==> config.mk <==
export PLATFORM = sky130hd
export DESIGN_NAME = admm_iter_ctrl
export DESIGN_NICKNAME = d
export VERILOG_FILES = /design/src/rtl/admm_pkg.sv /design/src/rtl/phase_handshake.sv /design/src/rtl/admm_iter_ctrl.sv
export SDC_FILE = /design/constraint.sdc
export NUM_CORES = 1
export LEC_CHECK = 0
export ABC_AREA = 1
export BUFFER_PORTS_ARGS = -buffer_cell sky130_fd_sc_hd__clkbuf_2
export CORE_MARGIN = 2
export CORE_UTILIZATION = 50
export CTS_CLUSTER_DIAMETER = 150
export CTS_CLUSTER_SIZE = 25
export DETAILED_ROUTE_END_ITERATION = 10
export MAX_ROUTING_LAYER = met4
export PLACE_DENSITY = 0.77
export SLEW_MARGIN = 20
export SYNTH_ARGS = -nofsm -noshare
export SYNTH_HDL_FRONTEND = slang
export SYNTH_SLANG_ARGS = --single-unit
==> constraint.sdc <==
create_clock -name clk -period 1.9 [get_ports clk]
set_clock_uncertainty 0.05 [all_clocks]
set_input_delay 0.095 -clock clk [delete_from_list [all_inputs] [get_ports clk]]
set_output_delay 0.095 -clock clk [all_outputs]
set_load 0.01 [all_outputs]
==> src/rtl/admm_pkg.sv <==
// Shared types and default sizes for the ADMM iteration sequencer and its
// phase handshake engine.
package admm_pkg;

  localparam int DATA_WIDTH_DEF     = 16;
  localparam int HORIZON_DEF        = 30;
  localparam int ITER_WIDTH_DEF     = 16;
  localparam int TIMEOUT_CYCLES_DEF = 65535;

  typedef enum logic [1:0] {
    PH_PRIMAL = 2'd0,
    PH_SLACK  = 2'd1,
    PH_DUAL   = 2'd2,
    PH_RESID  = 2'd3
  } phase_e;

  typedef enum logic [2:0] {
    ST_IDLE   = 3'd0,
    ST_LATCH  = 3'd1,
    ST_PH_REQ = 3'd2,
    ST_PH_REL = 3'd3,
    ST_CHECK  = 3'd4,
    ST_FINISH = 3'd5
  } ctrl_state_e;

endpackage

==> src/rtl/phase_handshake.sv <==
// Shared req/rel engine for all four phase handshakes: decodes done edges for
// the active phase and runs the per-half watchdog.
module phase_handshake
  import admm_pkg::*;
#(
  parameter int TIMEOUT_CYCLES = TIMEOUT_CYCLES_DEF
) (
  input  logic clk,
  input  logic rst_n,
  input  logic req_en,
  input  logic rel_en,
  input  logic done_i,
  output logic done_seen_o,
  output logic released_o,
  output logic timeout_o
);

  localparam int             WDW      = $clog2(TIMEOUT_CYCLES + 1);
  localparam logic [WDW-1:0] WD_LIMIT = WDW'(TIMEOUT_CYCLES);

  logic [WDW-1:0] wdog_q, wdog_d, wdog_inc;
  logic           active, advancing;

  // The watchdog restarts from zero on every req->rel and rel->req step, so
  // each half of a handshake gets the full budget.
  always_comb begin
    active      = req_en || rel_en;
    done_seen_o = req_en && done_i;
    released_o  = rel_en && !done_i;
    advancing   = done_seen_o || released_o;
    wdog_inc    = wdog_q + WDW'(1);
    timeout_o   = active && !advancing && (wdog_inc == WD_LIMIT);
    wdog_d      = '0;
    if (active && !advancing) begin
      wdog_d = wdog_inc;
    end
  end

  always_ff @(posedge clk or negedge rst_n) begin
    if (!rst_n) begin
      wdog_q <= '0;
    end else begin
      wdog_q <= wdog_d;
    end
  end

endmodule

==> src/rtl/admm_iter_ctrl.sv <==
// ADMM iteration sequencer: primal -> slack -> dual (-> residual) per iteration,
// stopping on convergence, iteration limit, abort or phase timeout.
module admm_iter_ctrl
  import admm_pkg::*;
#(
  parameter int DATA_WIDTH     = DATA_WIDTH_DEF,
  parameter int HORIZON        = HORIZON_DEF,
  parameter int ITER_WIDTH     = ITER_WIDTH_DEF,
  parameter int TIMEOUT_CYCLES = TIMEOUT_CYCLES_DEF
) (
  input  logic                  clk,
  input  logic                  rst_n,
  input  logic                  start,
  input  logic                  abort,
  input  logic [31:0]           cfg_horizon,
  input  logic [ITER_WIDTH-1:0] cfg_max_iter,
  input  logic [3:0]            cfg_check_every,
  input  logic [DATA_WIDTH-1:0] cfg_tol_pri,
  input  logic [DATA_WIDTH-1:0] cfg_tol_dual,
  output logic [31:0]           active_horizon,
  output logic                  primal_start,
  input  logic                  primal_done,
  output logic                  slack_start,
  input  logic                  slack_done,
  output logic                  dual_start,
  input  logic                  dual_done,
  output logic                  resid_start,
  input  logic                  resid_done,
  input  logic [DATA_WIDTH-1:0] pri_res,
  input  logic [DATA_WIDTH-1:0] dual_res,
  output logic                  busy,
  output logic                  done,
  output logic                  converged,
  output logic                  timeout_err,
  output logic [ITER_WIDTH-1:0] iter_count
);

  function automatic logic [31:0] clamp_horizon(input logic [31:0] h);
    if (h < 32'd2) return 32'd2;
    if (h > 32'(HORIZON)) return 32'(HORIZON);
    return h;
  endfunction

  function automatic logic [ITER_WIDTH-1:0] floor_one_iter(input logic [ITER_WIDTH-1:0] v);
    return (v == '0) ? ITER_WIDTH'(1) : v;
  endfunction

  function automatic logic [3:0] floor_one_chk(input logic [3:0] v);
    return (v == 4'd0) ? 4'd1 : v;
  endfunction

  ctrl_state_e           state_q, state_d;
  phase_e                phase_q, phase_d;
  logic [3:0]            start_vec_q, start_vec_d;
  logic                  start_arm_q;
  logic                  busy_q, busy_d, done_q, done_d;
  logic                  conv_q, conv_d, tmo_q, tmo_d, drain_q, drain_d;
  logic [ITER_WIDTH-1:0] iter_q, iter_d, max_iter_q, max_iter_d, iter_inc;
  logic [3:0]            chk_q, chk_d, check_every_q, check_every_d, chk_inc;
  logic [DATA_WIDTH-1:0] tol_pri_q, tol_pri_d, tol_dual_q, tol_dual_d;
  logic [DATA_WIDTH-1:0] pri_res_q, pri_res_d, dual_res_q, dual_res_d;
  logic [31:0]           horizon_q, horizon_d;
  logic [3:0]            done_vec;
  logic                  phase_done, resid_due, conv_now, abort_hit;
  logic                  hs_done_seen, hs_released, hs_timeout;

  assign done_vec   = {resid_done, dual_done, slack_done, primal_done};
  assign phase_done = done_vec[phase_q];
  assign iter_inc   = iter_q + ITER_WIDTH'(1);
  assign chk_inc    = chk_q + 4'd1;
  assign resid_due  = (chk_inc == check_every_q) || (iter_inc == max_iter_q);
  assign conv_now   = (pri_res_q <= tol_pri_q) && (dual_res_q <= tol_dual_q);
  assign abort_hit  = abort && (state_q != ST_IDLE) && (state_q != ST_FINISH);

  phase_handshake #(
    .TIMEOUT_CYCLES(TIMEOUT_CYCLES)
  ) u_hs (
    .clk        (clk),
    .rst_n      (rst_n),
    .req_en     (state_q == ST_PH_REQ),
    .rel_en     (state_q == ST_PH_REL),
    .done_i     (phase_done),
    .done_seen_o(hs_done_seen),
    .released_o (hs_released),
    .timeout_o  (hs_timeout)
  );

  // start_arm_q resets high so a start held through reset must drop first.
  always_ff @(posedge clk or negedge rst_n) begin
    if (!rst_n) begin
      state_q       <= ST_IDLE;
      phase_q       <= PH_PRIMAL;
      start_vec_q   <= '0;
      start_arm_q   <= 1'b1;
      busy_q        <= 1'b0;
      done_q        <= 1'b0;
      conv_q        <= 1'b0;
      tmo_q         <= 1'b0;
      drain_q       <= 1'b0;
      iter_q        <= '0;
      max_iter_q    <= '0;
      chk_q         <= '0;
      check_every_q <= '0;
      tol_pri_q     <= '0;
      tol_dual_q    <= '0;
      pri_res_q     <= '0;
      dual_res_q    <= '0;
      horizon_q     <= '0;
    end else begin
      state_q       <= state_d;
      phase_q       <= phase_d;
      start_vec_q   <= start_vec_d;
      start_arm_q   <= start;
      busy_q        <= busy_d;
      done_q        <= done_d;
      conv_q        <= conv_d;
      tmo_q         <= tmo_d;
      drain_q       <= drain_d;
      iter_q        <= iter_d;
      max_iter_q    <= max_iter_d;
      chk_q         <= chk_d;
      check_every_q <= check_every_d;
      tol_pri_q     <= tol_pri_d;
      tol_dual_q    <= tol_dual_d;
      pri_res_q     <= pri_res_d;
      dual_res_q    <= dual_res_d;
      horizon_q     <= horizon_d;
    end
  end

  always_comb begin
    state_d = state_q;
    phase_d = phase_q;
    unique case (state_q)
      ST_IDLE: begin
        if (start && !start_arm_q) state_d = ST_LATCH;
      end
      ST_LATCH: begin
        phase_d = PH_PRIMAL;
        state_d = abort ? ST_FINISH : ST_PH_REQ;
      end
      ST_PH_REQ: begin
        if (abort)             state_d = ST_FINISH;
        else if (hs_done_seen) state_d = ST_PH_REL;
        else if (hs_timeout)   state_d = ST_FINISH;
      end
      ST_PH_REL: begin
        if (abort) begin
          state_d = ST_FINISH;
        end else if (hs_released) begin
          state_d = ST_PH_REQ;
          unique case (phase_q)
            PH_PRIMAL: phase_d = PH_SLACK;
            PH_SLACK:  phase_d = PH_DUAL;
            PH_DUAL:   phase_d = resid_due ? PH_RESID : PH_PRIMAL;
            PH_RESID:  state_d = ST_CHECK;
            default:   phase_d = PH_PRIMAL;
          endcase
        end else if (hs_timeout) begin
          state_d = ST_FINISH;
        end
      end
      ST_CHECK: begin
        if (abort || conv_now || (iter_q >= max_iter_q)) begin
          state_d = ST_FINISH;
        end else begin
          state_d = ST_PH_REQ;
          phase_d = PH_PRIMAL;
        end
      end
      ST_FINISH: begin
        if (done_q && !start) state_d = ST_IDLE;
      end
      default: state_d = ST_IDLE;
    endcase
  end

  always_comb begin
    start_vec_d   = (state_d == ST_PH_REQ) ? (4'b0001 << phase_d) : 4'b0000;
    busy_d        = busy_q;
    done_d        = done_q;
    conv_d        = conv_q;
    tmo_d         = tmo_q;
    drain_d       = drain_q;
    iter_d        = iter_q;
    max_iter_d    = max_iter_q;
    chk_d         = chk_q;
    check_every_d = check_every_q;
    tol_pri_d     = tol_pri_q;
    tol_dual_d    = tol_dual_q;
    pri_res_d     = pri_res_q;
    dual_res_d    = dual_res_q;
    horizon_d     = horizon_q;

    if (state_q == ST_IDLE && state_d == ST_LATCH)     busy_d = 1'b1;
    if (state_q != ST_FINISH && state_d == ST_FINISH)  busy_d = 1'b0;

    if (state_q == ST_LATCH) begin
      horizon_d     = clamp_horizon(cfg_horizon);
      max_iter_d    = floor_one_iter(cfg_max_iter);
      check_every_d = floor_one_chk(cfg_check_every);
      tol_pri_d     = cfg_tol_pri;
      tol_dual_d    = cfg_tol_dual;
      iter_d        = '0;
      chk_d         = '0;
      conv_d        = 1'b0;
      tmo_d         = 1'b0;
      drain_d       = 1'b0;
    end

    // Abort overrides any done/timeout landing on the same edge; a phase
    // caught mid-handshake must still see its done fall before we report.
    if (abort_hit) begin
      conv_d  = 1'b0;
      tmo_d   = 1'b0;
      drain_d = (state_q == ST_PH_REQ) || (state_q == ST_PH_REL);
    end else begin
      unique case (state_q)
        ST_PH_REQ: begin
          if (hs_done_seen) begin
            if (phase_q == PH_RESID) begin
              pri_res_d  = pri_res;
              dual_res_d = dual_res;
            end
          end else if (hs_timeout) begin
            tmo_d = 1'b1;
          end
        end
        ST_PH_REL: begin
          if (hs_released) begin
            if (phase_q == PH_DUAL) begin
              iter_d = iter_inc;
              chk_d  = (chk_inc == check_every_q) ? 4'd0 : chk_inc;
            end
          end else if (hs_timeout) begin
            tmo_d = 1'b1;
          end
        end
        ST_CHECK: conv_d = conv_now;
        ST_FINISH: begin
          if (!done_q) begin
            if (!drain_q || !phase_done) begin
              done_d  = 1'b1;
              drain_d = 1'b0;
            end
          end else if (!start) begin
            done_d = 1'b0;
            conv_d = 1'b0;
            tmo_d  = 1'b0;
          end
        end
        default: ;
      endcase
    end
  end

  always_comb begin
    primal_start   = start_vec_q[0];
    slack_start    = start_vec_q[1];
    dual_start     = start_vec_q[2];
    resid_start    = start_vec_q[3];
    busy           = busy_q;
    done           = done_q;
    converged      = conv_q;
    timeout_err    = tmo_q;
    iter_count     = iter_q;
    active_horizon = horizon_q;
  end

endmodule

==> flow_metrics.tcl <==
set metrics [dict create \
    path_class "register to register" \
    power_switching_mw 5.46 \
    antenna_found_initial 2 \
    tritoncts "built" \
    setup_viol 42 \
    muxShareOfSynthArea 0.0379 \
    final_nets 1681 \
    cp_max_fo 3 \
    cp.depth 19 \
    path_cells "ha_4, nand2_2, o21bai_4, nand2_1, nand2_1, nand2_1, nand2_1, nand2_1, nand2_2, nand2_4, nand3_4, buf_4, nand2_4, nand2_2, nor2_2, nand3_2, nand2_1, nor2_1, nor2_1" \
    dr.pass1.iters 5 \
    drv_slew 0 \
    required_ns 2.23 \
    r2r_cells 19 \
    crit_family "simple AND/OR/NAND/NOR gates" \
    fill_cells 1022 \
    synth-simple-area-share 0.244 \
    pin_count 180 \
    grt_usage 0.325 \
    synth-compound-area-share 0.0823 \
    start_util 0.514 \
    finalCritPeriodShare 1.28 \
    fmax_mhz 412 \
    maxCapViolations 0 \
    vias 9391 \
    dr.first_iter.drc_count 659 \
    grt_remaining_overflow 0 \
    dp.final_hpwl_um 17500 \
    ctsLongestPathBuffers 2 \
    intPower_mw 8.66 \
    grt_max_degree 85 \
    grt_pass1_wl_um 45800 \
    grt_pass1_vias 9390 \
    cp.arrival_ns 2.76 \
    r2r-start "dual_res_q[3]" \
    crit_buf_inv 1 \
    hold_path_class "input port to async pin" \
    cts_root_buffer "clkbuf_16" \
    power.share.clock 0.265 \
    die_w_um 138 \
    syn2layout_area_growth_pct 52.3 \
    synth_nets 1251 \
    crit_top_cell "nand2_1" \
    layout_min_cycle_time_ns 2.43 \
    synth_edf_count 0 \
    rsz0062_at_grt "yes" \
    drive_above_1_share 0.372 \
    crit_path_start_kind "register" \
    pwr-share-comb 0.405 \
    portBuffers 179 \
    placeableCoreArea_mm2 0.0174 \
    hold_violations 0 \
    cp_slowest_stage_delay_ns 0.44 \
    syn_area_mm2 0.00892 \
    ys_seq_area_frac 0.469 \
    synth_seq_cells 167 \
    fp.dieArea_mm2 0.0189 \
    via_per_inst 5.38 \
    max_slew_margin 0.621 \
    ir_drop_uv 992 \
    cts.sink_count 167 \
    synth_xor_area_frac 0.0163 \
    crit_path_start "dual_res_q[3]" \
    seqPwrFrac 0.331 \
    cts_made_buffers 17 \
    tns_ns -7.61 \
    ant_nets 0 \
    synth_top_family_by_area "simple AND/OR/NAND/NOR gates" \
    p_leak_nw 6.99 \
    die_y_um 138 \
    avgSynthCellArea_um2 8.30 \
    yosysWarningCount 0 \
    violations "setup timing" \
    cp_slowest_cell "dfrtp_1" \
    routabilityCongestion 0.922 \
    drc 0 \
    status "finished with violations" \
    clk_pin_slew_ns 0.09 \
    wl_per_cell_um 17.7 \
    htree_num_levels 4 \
    rows 48 \
    synth-adder-area-share 0.0729 \
    synthFlopType "dfrtp_1" \
    synth_cell_types 44 \
    total_power_mw 14.1 \
    synth_cells 1075 \
    synthArstFlopShare 1.00 \
    power_density_mw_per_mm2 1040 \
    worst_pin_slew_ns 0.569 \
    worst_slack_ns -0.527 \
    endpoint_kind "register" \
    switching_share 0.387 \
    wl_um 31000 \
    clock_latency_ns 0.46 \
]
-- stage by stage --
step,util,setup slack [ns],cells,hold WS [ns],cell area (um^2)
floorplan,-,-0.0947,1075,-0.251,9040
global placement,0.648,-0.317,1595,0.0469,11200
detailed placement,0.648,-0.360,1595,0.0620,11200
CTS,0.753,-0.296,1733,0.0367,13100
global route,0.783,-0.611,1745,0.156,13600
finish,0.783,-0.527,1745,0.127,13600
-- kinds of logic (layout without fill, tap and decap cells) --
logic type / count (synthesis) / count (layout)
flops: 167 / 167
fa+ha+maj: 52 / 52
mux: 30 / 30
simple gates: 496 / 496
xor+xnor: 15 / 15
buf+inv: 180 / 623
compound gates: 135 / 135
other cells: 0 / 2
-- power groups by stage --
stage / sequential, mW / combinational, mW / clock (mW)
after detailed placement: 4.66 / 4.67 / 0
after floorplan: 4.60 / 2.67 / 0
after global routing: 4.73 / 6.25 / 3.90
after CTS: 4.62 / 5.01 / 3.72
after global placement: 4.63 / 4.49 / 0
final: 4.67 / 5.71 / 3.74
-- metal layers --
layer  wire length (um)  up-vias  track usage
met4               1190        0        0.135
met1              11900     4502        0.372
li1                   -     4332            -
met5                  0        -            -
met2              15900      440        0.557
met3               2030      117       0.0633
-- placed cells by master, fill, tap and decap left out, drive strengths merged, types with 30 or more instances in the layout --
cell type,instances
clkbuf,195
o21ai,84
a21oi,31
dfrtp,166
nand2,295
dlygate4sd3,91
nor2,94
buf,168
inv,161
ha,52
mux2,30
nand3,68
-- final cells by class --
type,instances,area (um^2),share of cell area
multi-input cells,728,4690,0.345
flip-flops and latches,167,4200,0.309
repair buffers,437,3200,0.235
inverters,154,586,0.0431
clock buffers,17,425,0.0313
well taps,225,282,0.0207
clock inverters,15,204,0.0150
diodes,2,5.00,0.000368
-- flip-flops by register name (all words and copies together) (netlist names), 3 cells and up --
register        flops
u_hs.wdog_q        16
tol_pri_q          16
pri_res_q          16
state_q             3
iter_count         16
start_vec_q         4
active_horizon     32
max_iter_q         16
tol_dual_q         16
chk_q               4
check_every_q       4
dual_res_q         16
-- Yosys cell counts (all sizes together) (2+ instances only) --
cell type / instances / area [um^2]
nand2: 295 / 1140
dfrtp: 166 / 4150
inv: 153 / 577
nor2: 94 / 425
o21ai: 84 / 420
nand3: 68 / 365
ha: 52 / 651
a21oi: 31 / 155
mux2: 30 / 338
nand4: 16 / 100
clkbuf: 14 / 52.6
buf: 12 / 61.3
nor4: 12 / 90.1
xor2: 9 / 78.8
nor3: 8 / 40.0
xnor2: 5 / 43.8
o21a: 3 / 22.5
o21bai: 3 / 22.5
o31ai: 3 / 22.5
a2bb2oi: 2 / 17.5
o211ai: 2 / 15.0
o22ai: 2 / 12.5
-- worst paths after layout --
check	slack, ns	to
setup / recovery	-0.53	busy
hold / removal	0.13	active_horizon[7]
setup reg to reg	-0.53	busy
hold reg to reg	0.42	active_horizon[21]
max in group asynchronous	1.01	start_arm_q
min in group clk	0.13	active_horizon[0]
-- timing repair --
action                                  4_1_cts  5_1_grt
gates cloned                                  1        0
hold buffers                                 91        0
setup buffers                                14       14
resized for setup                            36      116
hold endpoints to repair                    162        0
endpoints found under the setup margin       42       54
pin swaps                                    25       55
Note: power is estimated with default switching activity, not from simulation.
